## src/rtl/regfile_scoreboard_pkg.sv

```systemverilog
// Shared sizing constants for the register file and its pending-write scoreboard.
package regfile_scoreboard_pkg;
  localparam int DATA_WIDTH = 16;
  localparam int NUM_REGS   = 8;
  localparam int REG_W      = 3;
  localparam int CNT_W      = 2;
  localparam logic [CNT_W-1:0] CNT_MAX = 2'd3;
endpackage

```

## src/rtl/pending_ctr.sv

```systemverilog
// Saturating up/down counter of in-flight writes for one register.
module pending_ctr
  import regfile_scoreboard_pkg::*;
(
  input  logic             clk,
  input  logic             rst,
  input  logic             inc,
  input  logic             dec,
  output logic [CNT_W-1:0] count,
  output logic             underflow
);

  // A retire against an empty counter is flagged but never wraps.
  assign underflow = dec && (count == '0);

  always_ff @(posedge clk) begin
    if (rst) begin
      count <= '0;
    end else if (inc && !dec && count != CNT_MAX) begin
      count <= count + 1'b1;
    end else if (dec && !inc && count != '0) begin
      count <= count - 1'b1;
    end
  end

endmodule

```

## src/rtl/regfile_scoreboard.sv

```systemverilog
// 8x16 register file with per-register pending-write scoreboard and issue stall.
// Optional writeback-to-read bypass is enabled by defining REGFILE_BYPASS_EN.
module regfile_scoreboard
  import regfile_scoreboard_pkg::*;
(
  input  logic                  clk,
  input  logic                  rst,
  input  logic [REG_W-1:0]      read1RegSel,
  input  logic [REG_W-1:0]      read2RegSel,
  input  logic                  read1En,
  input  logic                  read2En,
  input  logic                  issueValid,
  input  logic                  issueWriteEn,
  input  logic [REG_W-1:0]      issueWriteReg,
  input  logic                  writeEn,
  input  logic [REG_W-1:0]      writeRegSel,
  input  logic [DATA_WIDTH-1:0] writeData,
  output logic [DATA_WIDTH-1:0] read1Data,
  output logic [DATA_WIDTH-1:0] read2Data,
  output logic                  stall,
  output logic                  err
);

  logic [DATA_WIDTH-1:0] regs [NUM_REGS];
  logic [CNT_W-1:0]      cnt  [NUM_REGS];
  logic [NUM_REGS-1:0]   underflow;
  logic                  haz1, haz2, issue_accept;

  always_ff @(posedge clk) begin
    if (rst) begin
      for (int i = 0; i < NUM_REGS; i++) regs[i] <= '0;
    end else if (writeEn) begin
      regs[writeRegSel] <= writeData;
    end
  end

  always_comb begin
    read1Data = regs[read1RegSel];
    read2Data = regs[read2RegSel];
    haz1      = read1En && (cnt[read1RegSel] != '0);
    haz2      = read2En && (cnt[read2RegSel] != '0);
`ifdef REGFILE_BYPASS_EN
    // The last outstanding write retiring this cycle resolves the hazard.
    if (writeEn && writeRegSel == read1RegSel) begin
      read1Data = writeData;
      if (cnt[read1RegSel] == 2'd1) haz1 = 1'b0;
    end
    if (writeEn && writeRegSel == read2RegSel) begin
      read2Data = writeData;
      if (cnt[read2RegSel] == 2'd1) haz2 = 1'b0;
    end
`endif
  end

  assign stall = issueValid && (haz1 || haz2 || (issueWriteEn && cnt[issueWriteReg] == CNT_MAX));
  assign issue_accept = issueValid && !stall && issueWriteEn;

  for (genvar i = 0; i < NUM_REGS; i++) begin : g_ctr
    pending_ctr u_ctr (
      .clk       (clk),
      .rst       (rst),
      .inc       (issue_accept && issueWriteReg == REG_W'(i)),
      .dec       (writeEn && writeRegSel == REG_W'(i)),
      .count     (cnt[i]),
      .underflow (underflow[i])
    );
  end

  always_ff @(posedge clk) begin
    if (rst) err <= 1'b0;
    else     err <= |underflow;
  end

endmodule

```

## config.mk

```make
export PLATFORM = sky130hd
export DESIGN_NAME = regfile_scoreboard
export DESIGN_NICKNAME = d
export VERILOG_FILES = /design/src/rtl/regfile_scoreboard_pkg.sv /design/src/rtl/pending_ctr.sv /design/src/rtl/regfile_scoreboard.sv
export SDC_FILE = /design/constraint.sdc
export NUM_CORES = 1
export LEC_CHECK = 0
export BUFFER_PORTS_ARGS = -buffer_cell sky130_fd_sc_hd__clkbuf_2
export CORE_MARGIN = 3
export CORE_UTILIZATION = 30
export DETAILED_ROUTE_END_ITERATION = 10
export SLEW_MARGIN = 20
export SYNTH_ARGS = -nofsm -noshare
export SYNTH_HDL_FRONTEND = slang
export SYNTH_SLANG_ARGS = --single-unit
```

## constraint.sdc

```tcl
create_clock -name clk -period 3.65 [get_ports clk]
set_clock_uncertainty 0.2 [all_clocks]
set_input_delay 0.1825 -clock clk [delete_from_list [all_inputs] [get_ports clk]]
set_output_delay 0.1825 -clock clk [all_outputs]
set_load 0.005 [all_outputs]
```

==> flow_metrics.tcl <==
set metrics [dict create \
    status "finished, final reports clean" \
    ys_warn_count 0 \
    cts_root_buf "clkbuf_16" \
    cellPowerDensity_nw_per_um2 455 \
    routed_wl_um 22600 \
    die_w_um 171 \
    gp_congestion 0.871 \
    slew_headroom_pct 38.0 \
    min_period_ps 2650 \
    critPathKind "reg2reg" \
    grt_overflow 0 \
    num_vias 5561 \
    core-area_sq_um 26400 \
    async_flop_share_pct 0 \
    rsz0062_at_grt "no" \
    drc 0 \
    diodes 0 \
    cp.arrival_ps 2770 \
    postSynthCellCount 605 \
    grt_pass1_wl_um 34000 \
    htree_levels 4 \
    drv_cap 0 \
    filler_cell_count 2476 \
    timing_hold_violations_final 0 \
    dieArea_sq_um 29200 \
    syn2layout_area_growth_pct 19.2 \
    placed_cell_area_sq_um 8920 \
    clockBufferDepth 2 \
    cts_sinks 145 \
    synth.distinct_cells 37 \
    drive_above_1_share_pct 32.3 \
    rows 59 \
    synth_top_cell_area_share_pct 47.2 \
    grtUsageTotal_pct 15.7 \
    die_y_um 171 \
    postSynthAreaPerCell_sq_um 13.5 \
    first_global_vias 5584 \
    syn_area_sq_um 8150 \
    synth_seq_cells 145 \
    power_leakage_nw 3.45 \
    via_per_inst 5.35 \
    hold_class "in2reg" \
    nNetsFinal 728 \
    worstSetupEndpointType "flop" \
    syn_nets 640 \
    numPortBuffers 68 \
    final_area_sq_um 9710 \
    crit_fanout 16 \
    synth_top_cells_by_area "edfxtp_1 47%, mux4_2 18%, and2_1 9.8%" \
    routedWlPerCell_um 21.7 \
    seq_area_frac_synth_pct 51.3 \
    worstMarginPinSlew_ps 928 \
    setup_viol 0 \
    clk-insertion-delay-late_ps 420 \
    dp_cells 993 \
    grt_max_degree 28 \
    stdcell_count 1040 \
    synth-edff-count 128 \
    ir_worst_vdd_v 0.000339 \
    cts_resized 0 \
    antenna_found_initial 0 \
    fin_crit_sh_pct 72.6 \
    dp_hpwl_um 14700 \
    dr.first_iter.drc_count 520 \
    cts.clk_slew.worst_paths_ps 60 \
    cts_made_buffers 17 \
    fmax_mhz 377 \
    cts_tree "done" \
    synth_area_leader_cell "edfxtp_1" \
    synth_flop_cell "edfxtp_1" \
    drv_slew 0 \
    firstDrtPassIters 5 \
    cp.required_ps 3770 \
    ios 69 \
    postRouteAntennaNets 0 \
    critPathLaunchType "flop" \
    finalSetupTns_ps 0 \
    start_util_pct 30.9 \
]
[final timing paths]
path                                                end  cells after the start                     from  slack (ps)
worst max-delay path            g_ctr[3].u_ctr.count[1]                      6  g_ctr[0].u_ctr.count[0]        1000
worst min-delay path            g_ctr[3].u_ctr.count[0]                      4         issueWriteReg[2]          40
worst max register to register  g_ctr[3].u_ctr.count[1]                      6  g_ctr[0].u_ctr.count[0]        1000
worst min register to register  g_ctr[7].u_ctr.count[1]                      2  g_ctr[7].u_ctr.count[1]         350
[routing by layer]
metal / part of all wire, % / wire length (um) / GRT usage (%) / vias up
met5: 0 / 0 / 0 / -
met4: 1.2 / 263 / 4.13 / 0
met3: 5.4 / 1220 / 2.98 / 10
met2: 53 / 11900 / 28.6 / 189
met1: 41 / 9170 / 19.2 / 2847
li1: - / - / - / 2515
[sequential cells by signal, summed over array words and instances (netlist names)]
register / flops
g_ctr.u_ctr.count: 16
regs: 128
err: 1
[cell type report]
| class | count | area [sq um] | area share, % |
|---|---|---|---|
| Clock buffer | 19 | 433 | 4.46 |
| Clock inverter | 12 | 204 | 2.10 |
| Inverter | 11 | 41.3 | 0.425 |
| Multi-Input combinational cell | 412 | 3770 | 38.8 |
| Sequential cell | 145 | 4180 | 43.1 |
| Tap cell | 335 | 419 | 4.32 |
| Timing Repair Buffer | 106 | 666 | 6.85 |
[layout by cell type (no fill, tap or decap), types with 10 or more instances in the layout]
| cell | synthesis | routed |
|---|---|---|
| and2_1 | 128 | 128 |
| edfxtp_1 | 128 | 128 |
| clkbuf_2 | 0 | 68 |
| mux4_2 | 66 | 66 |
| nand2_1 | 41 | 41 |
| nor2_1 | 33 | 33 |
| mux2_2 | 32 | 32 |
| buf_4 | 1 | 22 |
| nor3_1 | 19 | 17 |
| clkbuf_16 | 0 | 17 |
| dfxtp_1 | 17 | 17 |
| dlygate4sd3_1 | 0 | 16 |
| a21oi_1 | 12 | 12 |
| inv_1 | 10 | 10 |
[cell usage after synthesis, types with 5 or more instances]
cell / n
nand3_1: 5
buf_2: 8
nor3_1: 19
o2bb2ai_1: 8
nor4_1: 8
clkbuf_1: 25
nand2_1: 41
inv_1: 10
a21oi_1: 12
mux2_2: 32
mux4_2: 66
o211ai_1: 8
nor2_1: 33
o32ai_1: 8
dfxtp_1: 17
and2_1: 128
edfxtp_1: 128
a31oi_1: 8
[critical path: stages (launching register included)]
cell and delay [ps]:
dfxtp_1 380, or3_1 410, a21oi_2 160, o32ai_2 170, nor4b_4 810, a21oi_1 170
o32ai_1 260
[cells by family (layout without fill, tap and decap cells)]
family          Yosys count  after routing  share of synthesized area, %
compound gates           54             54                          5.11
buf+inv                  48            148                          2.66
flops                   145            145                          51.3
mux                      99             99                          22.8
simple gates            259            259                          18.1
[metrics by stage]
step / power (mW) / hold WS (ps) / util [%] / worst slack, ps
2_1_floorplan: 2.31 / 181 / - / 1560
3_3_place_gp: 2.53 / 319 / 33.8 / 765
3_5_place_dp: 2.54 / 337 / 33.8 / 718
4_1_cts: 4.46 / 20.0 / 36.9 / 1020
5_1_grt: 4.58 / 48.5 / 36.9 / 893
6_report: 4.42 / 40.8 / 36.9 / 999
[power breakdown]
part           switching [mW]  internal [mW]
registers              0.0488           1.91
clock network           0.697           1.22
logic                   0.283          0.272
[timing repair]
item,in CTS,in global routing
hold endpoints to repair,128,0
buffers inserted,0,0
hold buffers,16,0
Power figures use the tool's default switching activity.
